**src/rtl/dec_pkg.sv**
```systemverilog
// Shared types and helpers for the scanning 2^N one-cold decoder.
package dec_pkg;

    localparam int MAX_N = 6;

    typedef enum logic [1:0] {
        IDLE   = 2'd0,
        DIRECT = 2'd1,
        SCAN   = 2'd2,
        HOLD   = 2'd3
    } state_t;

    // Index to one-cold vector at the widest legal size; callers truncate.
    function automatic logic [63:0] one_cold(input logic [MAX_N-1:0] i);
        return ~(64'd1 << i);
    endfunction

endpackage

```
**src/rtl/dec_dwell_ctr.sv**
```systemverilog
// Dwell counter: clears, freezes, or steps; done flags that the index may advance.
module dec_dwell_ctr
    import dec_pkg::*;
#(
    parameter int DWELL_W = 8
) (
    input  logic               clk,
    input  logic               rst,
    input  logic               clear,
    input  logic               step,
    input  logic [DWELL_W-1:0] dwell,
    output logic               done
);

    logic [DWELL_W-1:0] cnt_r;

    // Compare against the live dwell so a shrink takes effect at once.
    assign done = (cnt_r >= dwell);

    // Count register: step wraps to zero when done, otherwise holds when idle.
    always_ff @(posedge clk) begin
        if (rst) begin
            cnt_r <= {DWELL_W{1'b0}};
        end else if (clear) begin
            cnt_r <= {DWELL_W{1'b0}};
        end else if (step) begin
            if (done) begin
                cnt_r <= {DWELL_W{1'b0}};
            end else begin
                cnt_r <= cnt_r + DWELL_W'(1);
            end
        end else begin
            cnt_r <= cnt_r;
        end
    end

endmodule

```
**src/rtl/dec_scan.sv**
```systemverilog
// 3-to-8 style gated decoder (2^N outputs, active low) with an auto-scan mode.
module dec_scan
    import dec_pkg::*;
#(
    parameter int N       = 3,
    parameter int DWELL_W = 8
) (
    input  logic                clk,
    input  logic                rst,
    input  logic [N-1:0]        sel,
    input  logic                g1,
    input  logic                g2a_l,
    input  logic                g2b_l,
    input  logic                mode,
    input  logic [DWELL_W-1:0]  dwell,
    output logic [(1<<N)-1:0]   y_l,
    output logic [N-1:0]        idx,
    output logic                wrap
);

    localparam int W = 1 << N;

    state_t         state_r;
    state_t         state_nxt_s;
    logic           en_s;
    logic           resume_s;
    logic           cnt_clear_s;
    logic           cnt_done_s;
    logic           advance_s;
    logic           lit_s;
    logic [N-1:0]   idx_nxt_s;
    logic           wrap_nxt_s;
    logic [W-1:0]   y_nxt_s;

    assign en_s = g1 & ~g2a_l & ~g2b_l;

    // State register.
    always_ff @(posedge clk) begin
        if (rst) begin
            state_r <= IDLE;
        end else begin
            state_r <= state_nxt_s;
        end
    end

    // Next-state logic; a dropped enable takes priority over a mode change.
    always_comb begin
        state_nxt_s = state_r;
        case (state_r)
            IDLE: begin
                if (en_s) state_nxt_s = mode ? SCAN : DIRECT;
                else      state_nxt_s = IDLE;
            end
            DIRECT: begin
                if (!en_s)     state_nxt_s = IDLE;
                else if (mode) state_nxt_s = SCAN;
                else           state_nxt_s = DIRECT;
            end
            SCAN: begin
                if (!en_s)      state_nxt_s = HOLD;
                else if (!mode) state_nxt_s = DIRECT;
                else            state_nxt_s = SCAN;
            end
            HOLD: begin
                if (en_s) state_nxt_s = mode ? SCAN : DIRECT;
                else      state_nxt_s = HOLD;
            end
            default: state_nxt_s = IDLE;
        endcase
    end

    // A scan continues (rather than restarts) only from SCAN or a paused HOLD.
    assign resume_s    = (state_nxt_s == SCAN) && ((state_r == SCAN) || (state_r == HOLD));
    assign cnt_clear_s = (state_nxt_s == IDLE) || (state_nxt_s == DIRECT) ||
                         ((state_nxt_s == SCAN) && !resume_s);
    assign advance_s   = resume_s & cnt_done_s;

    dec_dwell_ctr #(.DWELL_W(DWELL_W)) u_dwell (
        .clk   (clk),
        .rst   (rst),
        .clear (cnt_clear_s),
        .step  (resume_s),
        .dwell (dwell),
        .done  (cnt_done_s)
    );

    // Output logic: values the registers take at the coming edge.
    always_comb begin
        idx_nxt_s  = idx;
        wrap_nxt_s = 1'b0;
        lit_s      = 1'b0;
        case (state_nxt_s)
            DIRECT: begin
                idx_nxt_s = sel;
                lit_s     = 1'b1;
            end
            SCAN: begin
                lit_s = 1'b1;
                if (!resume_s) begin
                    idx_nxt_s = {N{1'b0}};
                end else if (advance_s) begin
                    idx_nxt_s  = idx + N'(1);
                    wrap_nxt_s = (idx == {N{1'b1}});
                end else begin
                    idx_nxt_s = idx;
                end
            end
            default: begin
                idx_nxt_s = idx;
                lit_s     = 1'b0;
            end
        endcase
        if (lit_s) begin
            y_nxt_s = W'(one_cold(MAX_N'(idx_nxt_s)));
        end else begin
            y_nxt_s = {W{1'b1}};
        end
    end

    // Output registers.
    always_ff @(posedge clk) begin
        if (rst) begin
            y_l  <= {W{1'b1}};
            idx  <= {N{1'b0}};
            wrap <= 1'b0;
        end else begin
            y_l  <= y_nxt_s;
            idx  <= idx_nxt_s;
            wrap <= wrap_nxt_s;
        end
    end

endmodule

```
**config.mk**
```make
export PLATFORM = sky130hd
export DESIGN_NAME = dec_scan
export DESIGN_NICKNAME = d
export VERILOG_FILES = /design/src/rtl/dec_pkg.sv /design/src/rtl/dec_dwell_ctr.sv /design/src/rtl/dec_scan.sv
export SDC_FILE = /design/constraint.sdc
export NUM_CORES = 1
export LEC_CHECK = 0
export ABC_AREA = 1
export BUFFER_PORTS_ARGS = -buffer_cell sky130_fd_sc_hd__buf_2
export CAP_MARGIN = 20
export CORE_MARGIN = 1
export CORE_UTILIZATION = 41
export DETAILED_ROUTE_END_ITERATION = 10
export GPL_TIMING_DRIVEN = 0
export PLACE_DENSITY_LB_ADDON = 0.12
export SYNTH_ARGS = -nofsm -noshare
export SYNTH_HDL_FRONTEND = slang
export SYNTH_HIERARCHICAL = 1
export SYNTH_SLANG_ARGS = --single-unit
```
**constraint.sdc**
```tcl
create_clock -name clk -period 5.6 [get_ports clk]
set_input_delay 1.12 -clock clk [delete_from_list [all_inputs] [get_ports clk]]
set_output_delay 1.12 -clock clk [all_outputs]
set_load 0.005 [all_outputs]
```
### After elaboration in Yosys (flattened, before gate mapping)

Index checks and enable logic that the tools add are counted.
W data, S select, Z words.

* magnitude comparators: 1
* shifts and indexed selects: 1
* muxes and demuxes: 9
* div/mod/pow operators: 0
* reductions and logical operators: 14
* equal/unequal tests: 6
* multipliers: 0
* $add $sub $neg: 2
* bitwise gates (word level): 10

Operator list (number)
* $reduce_or A2 Y1: 5
* $add A8 B1 Y8 const B: 1
* $ge A8 B8 Y1: 1
* $mux W8: 1
* $not A8 Y8: 1
* $shl A1 B3 Y8 const A: 1
* $eq A2 B2 Y1 const B: 3
* $mux W2: 3
* $mux W3: 2
* $not A1 Y1: 6
* $pmux W3 S2: 1
* $eq A2 B1 Y1 const B: 2
* $logic_not A2 Y1: 2
* $pmux W2 S2: 1
* $reduce_or A4 Y1: 1
* $add A3 B1 Y3 const B: 1
* $and A1 B1 Y1: 3
* $eq A3 B3 Y1 const B: 1
* $logic_or A1 B1 Y1: 3
* $logic_and A1 B1 Y1: 2
* $logic_not A1 Y1: 1
* $mux W1: 1

* bits in writable memories: 0
* flip-flop bits (word level): 22
* input port bits: 17
* memory bits (read-only): 0
* output and inout port bits: 12
* latch bits: 0
* memories kept: 0
* logic and storage cells: 48

### Logic depth before layout (Yosys ltp)

* depth after elaboration: 13
* depth in mapped cells: 16
* gate-level depth less buffers: 16

### By module

The synthesis kept the hierarchy.

By module, submodules not included
* dec_scan: area an instance 601.8 sq um, instances 1, cells each 74
* dec_dwell_ctr: area an instance 566.8 sq um, instances 1, cells each 77

### Worst setup path after synthesis

Ideal clock, no wire load.

* path kind: input-to-reg
* start point: input dwell[5]
* end point: register y_l[5]
* stages on the path: 13
* slack: 2993 ps
* buffers on the path: 0
* data arrival time: 2484 ps
* required time: 5477 ps
* setup time: 123 ps
* path through: inv_1 -> ha_1 -> a21oi_1 -> nor2_1 -> nor2_1 -> nand3_1 -> inv_1 -> nand2_1 -> and2_1 -> nor2_2 -> nor2_2 -> nor2_4 -> nand3_1

* longest elaborated chain between the ends: 7

RTL lines
* start: declaration: RTL line dec_scan.sv:15 `input logic [DWELL_W-1:0] dwell,`
* $ge A8 B8 Y1: RTL line dec_dwell_ctr.sv:18 `assign done = (cnt_r >= dwell);`
* net cnt_done_s: RTL line dec_scan.sv:28 `logic cnt_done_s;`
* $and A1 B1 Y1: RTL line dec_scan.sv:76 `assign advance_s = resume_s & cnt_done_s;`
* $mux W3: RTL line dec_scan.sv:101 `end else if (advance_s) begin`
* $mux W3: RTL line dec_scan.sv:99 `if (!resume_s) begin`
* $pmux W3 S2: RTL line dec_scan.sv:92 `case (state_nxt_s)`
* $shl A1 B3 Y8: RTL line dec_pkg.sv:15 `return ~(64'd1 << i);`
* $not A8 Y8: RTL line dec_pkg.sv:15
* end signal: assignment: RTL line dec_scan.sv:123 `y_l <= {W{1'b1}};`
* end signal: assignment: RTL line dec_scan.sv:127 `y_l <= y_nxt_s;`
* end: declaration: RTL line dec_scan.sv:16 `output logic [(1<<N)-1:0] y_l,`

The timed path passes the listed nets, and every way through them passes these cells.
A chain may end at the register's enable or synchronous reset.

### Worst setup path after layout

Same ends and word-level chain as after synthesis.

==> out/metrics.csv <==
metric,value,unit
status,completed,
Async SR Flop Fraction,0,%
Syn Inst Count,151,
synthesis-stage register bit count,21,
Ys Warns,6,
final RePlAce weighted congestion,0.745,
"Slew Viols, Final",0,
Layout area overhead,17.6,%
Critical-path top delay cell,ha_1,
"slowest stage delay, CP",0.29,ns
io pins,29,
Peak VDD IR,127,uV
endpoints failing hold,0,
unrepaired setup endpoints after global routing,false,
Most used DFF post-synth,dfxtp_1,
CTS max path bufs,2,
Required @ worst endpoint,5.80,ns
Starting Density,45.1,%
Worst Min Path Start,state_r[1],
hold-fix buffer count after cts,0,
"Max FO, Critical Path",6,
Fmax,382,MHz
synthesized net count,179,
depth of the CTS H-tree,1,
CTS root buffer,clkbuf_4,
CP bufs+invs,3,
total clock sinks,21,
final design instance area without fill,1370,um2
"Avg Cell Area, Syn",7.74,um2
post-CTS sizing,0,
DRC Markers,0,
number of flops mapped to enable cells by yosys,0,
pre-CTS WS,2.64,ns
die height,55.4,um
P_leak,0.000620,uW
worst hold slack,0.522,ns
crit-path cells,"buf_2, inv_1, ha_1, a21oi_1, nor2_1, nor2_1, nand3_1, inv_1, nand2_1, and2_1, nor2_2, nor2_2, nor2_4, nand3_1",
routed vias,1031,
Setup Viol. Count Final,0,
Worst path depth,14,
power density over cell area,185,nW/um2
register area share after synthesis,36.0,%
reported max-cap violation count,0,
"most common cell after layout, fill and taps aside",nand2_1,
Synth Cell Area,1170,um2
Clock Latency Late Sink,0.31,ns
first-pass GRT wire length,3.88,mm
grt total ovfl,0,
DR WL/cell,10.4,um
clock slew at reported path FFs,0.11,ns
core box area,2590,um2
Synth cell types,26,
"Cell Area, Placed",1350,um2
post-CTS setup buffers,0,
via/cell ratio,4.84,
hold-critical path depth,2,
CTS tree,done,
largest net degree at the start of global routing,13,
post-layout minimum cycle time,2.62,ns
R2R cell count,12,
DRT Pass-1 Iters,4,
Relative slew margins,76.2,%
vias in the first global route,959,
site row count,18,
Worst setup SP type,primary input,
drt total wl,2.21,mm
Antenna diodes,0,
part of the cycle the worst path needs,46.8,%
IO Port Bufs,28,
"Largest delay share family, worst path",simple AND/OR/NAND/NOR gates,
post-route worst setup slack,2.98,ns
Layout Nets,212,
layout cells sized above 1,26.8,%
post-route ant nets,0,
Setup TNS Final,0,ns
initial antenna violation count,0,
Critical Path Start,dwell[5],
"commonest non-fill, non-tap cells in the layout","31 x nand2_1, 28 x buf_2, 21 x dfxtp_1, 20 x inv_1, 15 x nor2_1",
Clock Skews,0.00445,ns
hpwl dp,1.86,mm
die area,3070,um2
Num CTS Buffers,3,
Die W,55.4,um
CP Capture Type,flip-flop,
Slew @ Worst Pin,0.356,ns
Worst R2R Start,u_dwell/cnt_r[5],
Arrival @ worst endpoint,2.82,ns
First DRT Iteration DRCs,24,
Worst Hold Class,flip-flop to flip-flop,
Worst Setup Path Type,primary input to flip-flop,
total track usage,15.5,%
## where the power goes
| part | switching (uW) | total (uW) | internal, uW |
|---|---|---|---|
| clock | 45.7 | 72.4 | 26.7 |
| sequential | 1.64 | 153 | 151 |
| combinational | 16.6 | 28.6 | 12.0 |
| total | 64.0 | 254 | 190 |
## per-layer routing
metal | vias up | global-route usage [%] | part of all wire, %
li1 | 545 | - | -
met5 | - | 0 | 0
met1 | 459 | 19.0 | 46
met3 | 2 | 5.39 | 6.0
met2 | 25 | 26.5 | 48
met4 | 0 | 2.14 | 0.59
## final timing paths
| path | end | slack (ns) |
|---|---|---|
| min | state_r[1] | 0.52 |
| max | y_l[5] | 2.98 |
| max reg2reg | y_l[5] | 3.53 |
| min reg2reg | state_r[1] | 0.52 |
## logic make-up (layout without fill, tap and decap cells)
kind of cell,count (synthesis),count (layout),synth area share [%]
compound gates,7,7,3.21
xor+xnor,7,7,5.25
fa+ha+maj,11,11,11.8
buf+inv,22,54,7.17
flops,21,21,36.0
mux,1,1,0.857
simple gates,82,82,35.8
## Yosys cell counts, types with 2 or more instances
library cell,n,area [um2]
xor2_1,5,43.8
or2_1,2,12.5
dfxtp_1,21,420
nor2_4,3,33.8
nand4_1,2,12.5
ha_1,11,138
nand3_1,13,65.1
xnor2_1,2,17.5
nand2_1,31,116
nand2_2,3,18.8
nand3_2,2,20.0
nor2_1,15,56.3
inv_1,20,75.1
a21oi_1,5,25.0
nor2_2,5,31.3
## final cells by class
class	instances	area, um2
fillers	269	1220
multi-input cells	108	664
flip-flops and latches	21	420
repair buffers	28	140
inverters	21	80.1
well taps	30	37.5
clock buffers	3	22.5
clock inverters	1	5.00
plain buffers	1	3.75
## worst reg2reg max path, stage by stage, from the launching register on
cell,delay [ns]
dfxtp_1,0.41
ha_1,0.26
a21oi_1,0.15
nor2_1,0.05
nor2_1,0.11
nand3_1,0.23
inv_1,0.13
nand2_1,0.05
and2_1,0.14
nor2_2,0.17
nor2_2,0.08
nor2_4,0.11
nand3_1,0.08
## state kept, by name, summed over array words and instances (netlist names)
name / flops
u_dwell/cnt_r: 8
y_l: 8
idx: 3
state_r: 1
wrap: 1
## stage by stage
| stage | cells | power, uW | util (%) |
|---|---|---|---|
| detailed placement | 209 | 185 | 52.0 |
| CTS | 213 | 258 | 53.0 |
| global placement | 209 | 183 | 52.0 |
| global route | 213 | 267 | 53.0 |
| floorplan | 151 | 173 | - |
| finish | 213 | 254 | 53.0 |
No activity file was read; power rests on OpenSTA's default activity.
